File: config.mk
export PLATFORM = sky130hd
export DESIGN_NAME = cactus_spawner
export DESIGN_NICKNAME = d
export VERILOG_FILES = /design/src/rtl/dino_pkg.sv /design/src/rtl/lfsr16.sv /design/src/rtl/cactus_spawner.sv
export SDC_FILE = /design/constraint.sdc
export NUM_CORES = 1
export LEC_CHECK = 0
export CORE_MARGIN = 4
export CORE_UTILIZATION = 50
export DETAILED_ROUTE_END_ITERATION = 8
export PLACE_DENSITY = 0.74
export SLEW_MARGIN = 10
export SYNTH_ARGS = -nofsm -noshare
export SYNTH_HDL_FRONTEND = slang
export SYNTH_SLANG_ARGS = --single-unit
File: constraint.sdc
create_clock -name clk -period 5.2 [get_ports clk]
set_input_delay 1.04 -clock clk [delete_from_list [all_inputs] [get_ports clk]]
set_output_delay 1.04 -clock clk [all_outputs]
set_load 0.02 [all_outputs]
File: src/rtl/dino_pkg.sv
// Shared types and constants for the dino obstacle pipeline: game state,
// coordinate width, LFSR taps and the cactus height table.
package dino_pkg;

  typedef logic [8:0] coord_t;

  typedef enum logic [1:0] {
    IDLE = 2'd0,
    RUN  = 2'd1,
    OVER = 2'd2
  } state_t;

  localparam logic [15:0] LFSR_TAPS = 16'hB400;

  localparam coord_t H0 = 9'd16;
  localparam coord_t H1 = 9'd24;
  localparam coord_t H2 = 9'd32;
  localparam coord_t H3 = 9'd40;

  function automatic coord_t height_lut(input logic [1:0] idx);
    case (idx)
      2'd0:    height_lut = H0;
      2'd1:    height_lut = H1;
      2'd2:    height_lut = H2;
      default: height_lut = H3;
    endcase
  endfunction

endpackage

File: src/rtl/lfsr16.sv
// Free-running 16-bit Galois LFSR; loads the seed while reset is low.
module lfsr16
  import dino_pkg::*;
(
  input  logic        clk,
  input  logic        reset,
  input  logic [15:0] seed,
  output logic [15:0] q
);

  logic [15:0] lfsr_q, lfsr_d;

  always_comb begin
    lfsr_d = {1'b0, lfsr_q[15:1]};
    if (lfsr_q[0]) begin
      lfsr_d = lfsr_d ^ LFSR_TAPS;
    end
  end

  always_ff @(posedge clk) begin
    if (!reset) begin
      lfsr_q <= seed;
    end else begin
      lfsr_q <= lfsr_d;
    end
  end

  assign q = lfsr_q;

endmodule

File: src/rtl/cactus_spawner.sv
// Obstacle producer: scrolls two cacti left on each frame tick, respawns the
// lead one with a random gap/height, and owns the IDLE/RUN/OVER game state.
module cactus_spawner
  import dino_pkg::*;
#(
  parameter int          SCREEN_W      = 320,
  parameter int          MIN_DIST      = 96,
  parameter int          STEP_INIT     = 2,
  parameter int          STEP_MAX      = 6,
  parameter int          SPEEDUP_EVERY = 4,
  parameter logic [15:0] LFSR_SEED     = 16'hACE1
) (
  input  logic       clk,
  input  logic       reset,
  input  logic       start,
  input  logic       tick,
  input  logic       collision_detect,
  output logic [8:0] cactusX1,
  output logic [8:0] cactusRandDist,
  output logic [8:0] cactusHeight1,
  output logic [8:0] cactusHeight2,
  output logic       running,
  output logic       game_over,
  output logic       pass_pulse
);

  state_t     state_q, state_d;
  coord_t     x_q, x_d;
  coord_t     dist_q, dist_d;
  coord_t     h1_q, h1_d;
  coord_t     h2_q, h2_d;
  coord_t     step_q, step_d;
  logic [7:0] cnt_q, cnt_d;
  logic       pp_q, pp_d;

  logic [15:0] lfsr_q;
  logic        lfsr_unused;
  logic [9:0]  new_x_wide;
  logic [9:0]  rand_dist;
  logic [9:0]  gap_min;
  logic [7:0]  cnt_inc;

  lfsr16 u_lfsr (
    .clk   (clk),
    .reset (reset),
    .seed  (LFSR_SEED),
    .q     (lfsr_q)
  );

  assign lfsr_unused = ^lfsr_q[15:8];

  // State register
  always_ff @(posedge clk) begin
    if (!reset) begin
      state_q <= IDLE;
    end else begin
      state_q <= state_d;
    end
  end

  // Next-state logic
  always_comb begin
    state_d = state_q;
    case (state_q)
      IDLE:    if (start) state_d = RUN;
      RUN:     if (collision_detect) state_d = OVER;
      OVER:    if (start) state_d = IDLE;
      default: state_d = IDLE;
    endcase
  end

  // Output decode
  always_comb begin
    running   = 1'b0;
    game_over = 1'b0;
    case (state_q)
      RUN:     running   = 1'b1;
      OVER:    game_over = 1'b1;
      default: ;
    endcase
  end

  // Respawn arithmetic stays 10 bits wide so the clamp never wraps.
  assign new_x_wide = {1'b0, x_q} + {1'b0, dist_q} - {1'b0, step_q};
  assign rand_dist  = 10'(MIN_DIST) + {4'd0, lfsr_q[5:0]};
  assign gap_min    = (new_x_wide < 10'(SCREEN_W)) ? (10'(SCREEN_W) - new_x_wide) : 10'd0;
  assign cnt_inc    = cnt_q + 8'd1;

  always_comb begin
    x_d    = x_q;
    dist_d = dist_q;
    h1_d   = h1_q;
    h2_d   = h2_q;
    step_d = step_q;
    cnt_d  = cnt_q;
    pp_d   = 1'b0;

    if ((state_q == IDLE) || ((state_q == OVER) && start)) begin
      x_d    = coord_t'(SCREEN_W);
      dist_d = coord_t'(MIN_DIST);
      h1_d   = H0;
      h2_d   = H0;
      step_d = coord_t'(STEP_INIT);
      cnt_d  = 8'd0;
    end else if ((state_q == RUN) && !collision_detect && tick) begin
      if (x_q >= step_q) begin
        x_d = x_q - step_q;
      end else begin
        x_d    = coord_t'(new_x_wide);
        h1_d   = h2_q;
        h2_d   = height_lut(lfsr_q[7:6]);
        dist_d = coord_t'((rand_dist > gap_min) ? rand_dist : gap_min);
        pp_d   = 1'b1;
        if (cnt_inc == 8'(SPEEDUP_EVERY)) begin
          cnt_d  = 8'd0;
          step_d = (step_q >= coord_t'(STEP_MAX)) ? coord_t'(STEP_MAX) : step_q + 9'd1;
        end else begin
          cnt_d = cnt_inc;
        end
      end
    end
  end

  always_ff @(posedge clk) begin
    if (!reset) begin
      x_q    <= coord_t'(SCREEN_W);
      dist_q <= coord_t'(MIN_DIST);
      h1_q   <= H0;
      h2_q   <= H0;
      step_q <= coord_t'(STEP_INIT);
      cnt_q  <= 8'd0;
      pp_q   <= 1'b0;
    end else begin
      x_q    <= x_d;
      dist_q <= dist_d;
      h1_q   <= h1_d;
      h2_q   <= h2_d;
      step_q <= step_d;
      cnt_q  <= cnt_d;
      pp_q   <= pp_d;
    end
  end

  assign cactusX1       = x_q;
  assign cactusRandDist = dist_q;
  assign cactusHeight1  = h1_q;
  assign cactusHeight2  = h2_q;
  assign pass_pulse     = pp_q;

endmodule
---- After elaboration in Yosys (flattened, before gate mapping) ----
Cells that the tools add are included.
word-level totals
  bits in registers ....................... 72
  bits of input ports ..................... 5
  output and inout port bits .............. 39
  word-level logic and storage cells ...... 58
operators by class
  $add $sub $neg .......................... 7
  order comparisons ....................... 4
  eq/ne operators ......................... 8
  multiplexer cells ....................... 14
  bitwise operators ....................... 4
  reductions and logical operators ........ 12
operators by type and width
  kind                                                  number
  2-to-1 mux 9 bit                                      3
  case mux 6 bit (3 select lines)                       1
  2-to-1 mux 16 bit                                     1
  adder 9 x 9 -> 10 bit                                 1
  > comparator 8 x 10 -> 1 bit                          1
  < comparator 10 x 9 -> 1 bit (second input constant)  1
  2-to-1 mux 10 bit                                     1
  subtractor 10 x 9 -> 10 bit                           1
  subtractor 9 x 10 -> 10 bit (first input constant)    1
  adder 9 x 1 -> 9 bit (second input constant)          1
  >= comparator 9 x 3 -> 1 bit (second input constant)  1
  >= comparator 9 bit                                   1
  subtractor 9 bit                                      1
  adder 7 x 6 -> 8 bit (first input constant)           1
  adder 8 x 1 -> 8 bit (second input constant)          1
  equality test 8 x 3 -> 1 bit (second input constant)  1
  2-to-1 mux 8 bit                                      1
  2-to-1 mux 2 bit                                      3
  inequality test 2 bit (second input constant)         3
  case mux 2 bit (3 select lines)                       1
  AND reduction 3 bit                                   2
  equality test 2 x 1 -> 1 bit (second input constant)  2
  equality test 2 bit (second input constant)           2
  logical NOT 2 bit                                     2
  9 further kinds                                       15

---- Depth between registers and ports, before layout ----
Gate-level depths: netlist (run 1).
  depth in word-level cells ............... 6
  gate-level depth with buffers ........... 22
  gate-level depth less buffers ........... 21

---- Cells and area by module ----
A second synthesis (run 1) with hierarchy kept.
unflattened totals
  cell total of the unflattened synthesis .. 509
  area total of the unflattened synthesis .. 4377.9 µm²
modules (own cells, without submodules)
  module          instances  cells each  area an instance (µm²)  seq. area each (µm²)
  cactus_spawner  1          469         3812.4                  880.8
  lfsr16          1          40          565.5                   320.3

---- Least setup slack after synthesis (run 1) ----
Ideal clock, no wire load.
  path type ............................... reg2reg
  start ................................... reg x_q[1], in the netlist cactusX1[1]
  end ..................................... reg dist_q[4], in the netlist cactusRandDist[4]
  setup time .............................. 70 ps
  arrival time ............................ 4444 ps
  data required time ...................... 5130 ps
  slack ................................... 686 ps
  stages on the path, launching flop included .. 20
  path buffers ............................ 1
  period minus slack after synthesis ...... 4514 ps
  cell sequence ........................... dfxtp_1 > inv_1 > fa_1 > inv_1 > ha_1 > a211oi_2 > o211a_1 > o221ai_1 > nor2_1 > a32oi_2 > or3_4 > ha_1 > o21ai_0 > o21ai_0 > a211o_1 > a21oi_1 > nor3_2 > buf_4 > mux2_1 > a21oi_1
between the ends
  longest elaborated chain between the ends .. 6
  elaborated cells between the ends (all ways) .. 10
  those cells by class .................... add/sub: 3; order compare: 3; mux: 2; bitwise: 1; reduce/logical: 1
ends and longest elaborated chain
  element                                                                             line                   text
  start, declared                                                                     cactus_spawner.sv:28   coord_t x_q, x_d;
  start signal, assigned                                                              cactus_spawner.sv:126  x_q <= coord_t'(SCREEN_W);
  adder 9 x 9 -> 10 bit                                                               cactus_spawner.sv:84   assign new_x_wide = {1'b0, x_q} + {1'b0, dist_q} - {1'b0, step_q};
  subtractor 10 x 9 -> 10 bit                                                         cactus_spawner.sv:84
  subtractor 9 x 10 -> 10 bit / < comparator 10 x 9 -> 1 bit (equally long branches)  cactus_spawner.sv:86   assign gap_min = (new_x_wide < 10'(SCREEN_W)) ? (10'(SCREEN_W) - new_x_wide) : 10'd0;
  2-to-1 mux 10 bit                                                                   cactus_spawner.sv:86
  > comparator 8 x 10 -> 1 bit                                                        cactus_spawner.sv:112  dist_d = coord_t'((rand_dist > gap_min) ? rand_dist : gap_min);
  2-to-1 mux 9 bit                                                                    cactus_spawner.sv:112
  end signal, assigned                                                                cactus_spawner.sv:127  dist_q <= coord_t'(MIN_DIST);
  end signal, assigned                                                                cactus_spawner.sv:135  dist_q <= dist_d;
  end, declared                                                                       cactus_spawner.sv:29   coord_t dist_q, dist_d;
Parallel ways exist; a longest one is shown, timed or not.
A chain may end at the register's enable or synchronous reset.

---- Final worst setup path (run 1) ----
  start ................................... reg x_q[1], in the netlist cactusX1[1]
  end ..................................... reg dist_q[5], in the netlist cactusRandDist[5]
The elaborated chain is that of the path after synthesis.

==> results of run 1 <==
[stage by stage]
stage | area (µm²) | setup WS [ns]
floorplan | 4081 | 0.6857
global placement | 4384 | 0.6257
detailed placement | 4384 | 0.4246
CTS | 4561 | 0.3921
global route | 4571 | 0.05293
finish | 4571 | 0.4259
[cell usage in the layout, fill, tap and decap left out, types with 8 or more instances in the layout]
cell type | synthesis | routed
and2_1 | 11 | 11
clkbuf_8 | 0 | 11
clkdlybuf4s50_1 | 0 | 31
xnor2_1 | 11 | 11
ha_1 | 32 | 32
dfxtp_1 | 60 | 60
xor2_1 | 15 | 14
nand3_1 | 9 | 9
nor3_1 | 8 | 8
nand2_1 | 44 | 44
inv_1 | 57 | 57
a21oi_1 | 28 | 28
a31oi_1 | 11 | 11
conb_1 | 1 | 12
nand2b_1 | 12 | 12
nor2_1 | 36 | 35
fa_1 | 10 | 10
o21ai_0 | 27 | 27
nand4_1 | 12 | 12
[per-layer routing]
| metal | routed length [µm] | track usage, % |
|---|---|---|
| met3 | 517 | 4.500 |
| met5 | 0 | 0 |
| met1 | 4555 | 27.18 |
| met2 | 4395 | 32.57 |
| met4 | 273 | 7.881 |
[path summary, 6_finish.rpt]
kind / end / slack, ns
max reg2reg: cactusRandDist[5] / 0.43
max: cactusRandDist[5] / 0.43
min: u_lfsr.q[11] / 0.41
min reg2reg: u_lfsr.q[11] / 0.41
[kinds of logic (layout without fill, tap and decap cells)]
group	Yosys count	in the layout	synth area share (%)
compound gates	106	106	16.88
xor+xnor	27	27	6.039
fa+ha+maj	42	42	14.87
buf+inv	83	105	9.012
flops	60	60	29.73
mux	4	4	1.053
other cells	1	12	0.09282
simple gates	170	170	22.33
[sequential cells by signal (all words and copies together), names as in the netlist]
register and count:
u_lfsr.q 16, cactusRandDist 9, cactusX1 9, step_q 9
cnt_q 8, cactusHeight1 3, cactusHeight2 3, state_q 2
pass_pulse 1
[worst max-delay path, stage by stage (launching register included)]
cell      delay (ns)
dfxtp_1         0.36
inv_1           0.11
fa_1            0.60
inv_1           0.06
ha_1            0.30
a211oi_2        0.38
o211a_1         0.25
o221ai_1        0.19
nor2_2          0.22
a32oi_2         0.11
or3_4           0.42
ha_1            0.30
o21ai_0         0.15
o21ai_0         0.10
a211o_1         0.26
a21oi_1         0.15
nor3_2          0.06
buf_4           0.17
and4_1          0.23
a311oi_1        0.25
[report_power, final]
| group | internal, W | switching (W) |
|---|---|---|
| Clock | 0.000194 | 0.000190 |
| Sequential | 0.000469 | 0.00000578 |
| Combinational | 0.0000301 | 0.0000450 |
| Total | 0.000694 | 0.000241 |
[final cells by class]
type	count	area [µm²]
multi-input combinational	361	2526
clock buffer	11	151.4
clock inverter	4	25.02
fill	729	3237
timing repair buffer	33	325.3
inverter	57	214.0
sequential	60	1201
tap	102	127.6
==> results.toml, run 1 <==
[clocking]
cts_resized = 0
cts_hold_buf = 0
cts_root_buf = "clkbuf_8"
clockBufferDepth = 2
numCtsBuffers = 9
insertion_delay_ns = 0.34
cts_setup_buffers = 0
clk_pin_slew_ns = 0.07
cts_tree = "yes"
cts.sink_count = 60
htreeDepth = 3

[final_layout]
antenna_cells = 0
fin_util_pct = 58.54
drive_gt1_share_pct = 6.654
syn_to_final_growth_pct = 13.13
final_cells = 628
finalNetCount = 569

[pwr]
vdd_drop_max_v = 0.0001514
p_leak_nw = 1.856
power.density_mw_per_mm2 = 204.6
p_total_w = 0.0009351

[place]
dp_cells = 613
io_buffers = 31
gp_congestion = 0.9350
dp_hpwl_um = 7422

[critical_path]
crit_path_start_kind = "flop"
r2r_start = "cactusX1[1]"
critPathRequiredTime_ns = 5.44
crit_fanout = 12
worstPathArrival_ns = 5.02
rr_worst_depth = 19
worst_setup_path_end_kind = "flop"
path_class = "flop to flop"
crit_start = "cactusX1[1]"

[timing]
finClkSkew_ns = 0.006961
hold_viol = 0
report.final.slew_viol_count = 0
rsz0062_at_grt = "false"
tightest_slew_ns = 0.8857
fin_tns_setup_ns = 0
maxSlewHeadroom_pct = 40.50
finalSetupViolCount = 0
fmax_mhz = 209.5
period_share_pct = 91.81
post-route-min-period_ns = 4.774
holdWs_ns = 0.4084

[hold_path]
hold_class = "flop to flop"
min_path_cells = 1
hp-start = "u_lfsr.q[12]"

[global_route]
grt_pass1_vias = 3271
track_usage_pct = 20.48
grt_max_degree = 27
antenna_found_initial = 0
grt_overflow = 0
grt_pass1_wl_um = 15860

[job]
drv_cap = 0

[synthesis]
synth.avg_cell_area_um2 = 8.195
synth_edf_count = 0
yosys-top-cells-area = "dfxtp_1 30%, ha_1 9.9%, inv_1 5.3%"
syn_area_mm2 = 0.004040
async_flop_share_pct = 0
yosysSeqAreaShare_pct = 29.73
synth_top_area_share_pct = 29.73
synth_top_cell_by_area = "dfxtp_1"
ys_seq_elements = 60
ys_warn_count = 0
synth_commonest_cells = "60 x dfxtp_1, 57 x inv_1, 44 x nand2_1"
ys_types = 65
ys.flop_type = "dfxtp_1"
yosysMostFrequentCell = "dfxtp_1"
syn_inst = 493

[floorplan]
die_h_um = 97.89
start_util_pct = 51.75
floorplan.die.width_um = 97.89
io_pins = 44
die_area_mm2 = 0.009582
coreArea_mm2 = 0.007807
core.rowCount = 32

[routing]
vias_per_cell = 5.502
drt_iter0_drc = 114
drt_wl_total_um = 9741
vias = 3455
drc_errors = 0
first_pass_iters = 5
avgRoutedWirePerCell_um = 15.51
postRouteAntennaNets = 0

[status]
status = "finished clean"
Note: power is estimated with default switching activity, not from simulation.
==> run 2: changes to the inputs <==
Settings changed: SETUP_SLACK_MARGIN set to 0.5.
==> results.toml, run 2 (synthesized netlist as in run 1, its figures left out) <==
[status]
status = "finished clean"

[routing]
first_pass_iters = 5
avgRoutedWirePerCell_um = 15.77
drt_iter0_drc = 139
vias_per_cell = 5.566
vias = 3540
drc_errors = 0
drt_wl_total_um = 10030
postRouteAntennaNets = 0

[final_layout]
finalNetCount = 577
fillers = 701
seq_area_mm2 = 0.001212
fin_util_pct = 61.25
antenna_cells = 0
final_common_cell = "inv_1"
final_cell_mix = "56 x inv_1, 51 x dfxtp_1, 44 x nand2_1, 35 x nor2_1, 31 x clkdlybuf4s50_1"
drive_gt1_share_pct = 12.73
syn_to_final_growth_pct = 18.36
multi_input_area_mm2 = 0.002663
largest_register_ff_count = 16
finalInstanceArea_mm2 = 0.004782

[timing]
hold_viol = 0
post-route-min-period_ns = 4.568
maxSlewHeadroom_pct = 39.49
fin_ws_ns = 0.6325
tightest_slew_ns = 0.9008
period_share_pct = 87.84
rsz0062_at_grt = "false"
report.final.slew_viol_count = 0
finalSetupViolCount = 0
fin_tns_setup_ns = 0
fmax_mhz = 218.9
finClkSkew_ns = 0.007941

[critical_path]
cp_cell_sequence = "inv_1 -> fa_1 -> buf_4 -> fa_1 -> nand2b_4 -> a21oi_2 -> o22ai_2 -> xor2_2 -> buf_4 -> buf_4 -> buf_4 -> o21bai_1 -> xnor2_1 -> nand2_1 -> ha_1 -> o21a_1 -> a21oi_2 -> nor3_2 -> buf_6 -> mux2_2 -> a21oi_1"
crit_fanout = 12
worst_setup_path_end_kind = "flop"
crit_path_start_kind = "flop"
path_class = "flop to flop"
slowest_stage = "fa_1"
worstPathArrival_ns = 4.84
cpPeakStageDelay_ns = 0.50
critPathRequiredTime_ns = 5.47
crit_top_cell = "buf_4"

[floorplan]
die_area_mm2 = 0.009582
core.rowCount = 32
io_pins = 44
start_util_pct = 51.75
coreArea_mm2 = 0.007807
floorplan.die.width_um = 97.89
die_h_um = 97.89

[place]
gp_congestion = 0.9350
dp_hpwl_um = 7422
io_buffers = 31
place_area_mm2 = 0.004384
place_ws_ns = 0.4246

[clocking]
numCtsBuffers = 9
cts.sink_count = 60
clk_pin_slew_ns = 0.07
cts_root_buf = "clkbuf_8"
cts_tree = "yes"
insertion_delay_ns = 0.34
clockBufferDepth = 2
htreeDepth = 3
cts_hold_buf = 0

[global_route]
antenna_found_initial = 0
grt_pass1_wl_um = 15990
grt_overflow = 0
track_usage_pct = 20.67
grt_max_degree = 27
grt_pass1_vias = 3278

[hold_path]
hold_class = "flop to flop"

[pwr]
power.density_mw_per_mm2 = 196.7
p_total_w = 0.0009404
vdd_drop_max_v = 0.0001596
p_leak_nw = 1.946

[job]
drv_cap = 0
## run 2: cell types whose count changed in the layout (fill, tap and decap cells not counted), sizes merged
| cell | before | now |
|---|---|---|
| buf | 2 | 10 |
## run 2: path summary, 6_finish.rpt
path / cells after the start / slack (ns) / start / to
max reg2reg: 21 / 0.63 / cactusRandDist[1] / cactusRandDist[1]
min reg2reg: 1 / 0.41 / u_lfsr.q[12] / u_lfsr.q[11]
min: 1 / 0.41 / u_lfsr.q[12] / u_lfsr.q[11]
max: 21 / 0.63 / cactusRandDist[1] / cactusRandDist[1]
## run 2: power breakdown
| part | switching, W | internal, W | total (W) |
|---|---|---|---|
| clock | 0.000190 | 0.000194 | 0.000384 |
| combinational | 0.0000473 | 0.0000337 | 0.0000809 |
| sequential | 0.00000582 | 0.000469 | 0.000475 |
| total | 0.000243 | 0.000697 | 0.000940 |
## run 2: cell type report
cell class	instances	area share [%]
Multi-Input combinational cell	361	55.68
Sequential cell	60	25.35
Timing Repair Buffer	41	8.137
Inverter	57	4.474
Clock buffer	11	3.166
Tap cell	102	2.669
Clock inverter	4	0.5233
## run 2: metal layers
metal | global-route usage (%) | vias up | part of all wire (%)
met2 | 32.72 | 111 | 47
met5 | 0 | - | 0
met3 | 4.500 | 17 | 5.4
met4 | 7.881 | 0 | 2.2
met1 | 27.62 | 1665 | 46
li1 | - | 1747 | -
## run 2: repair_timing
action                     4_1_cts  5_1_grt
setup endpoints to repair        3        8
setup buffers                    2        6
gates resized for setup          5       30
pin swaps                        3        9
## run 2: worst max-delay path: cells and delay by family (launching register included)
family | cells | cell delay (ns)
and+or+nand+nor | 3 | 0.47
muxes | 1 | 0.35
xor gates and xnor gates | 2 | 0.43
AOI/OAI and AO/OA | 6 | 0.82
adders and majority gates | 3 | 1.26
buffers and inverters | 6 | 0.80
DFF | 1 | 0.34
## run 2: per-stage QoR
| step | hold slack (ns) | instances |
|---|---|---|
| after global routing | 0.4340 | 636 |
| after global placement | 0.3996 | 613 |
| after CTS | 0.4156 | 630 |
| after detailed placement | 0.4054 | 613 |
| after floorplan | 0.3863 | 504 |
| final | 0.4103 | 636 |
==> run 3: changes to the inputs <==
Settings changed: SLEW_MARGIN 10 to 20.
==> results of run 3 <==
Final layout, timing and power as in run 2 (identical DEF).
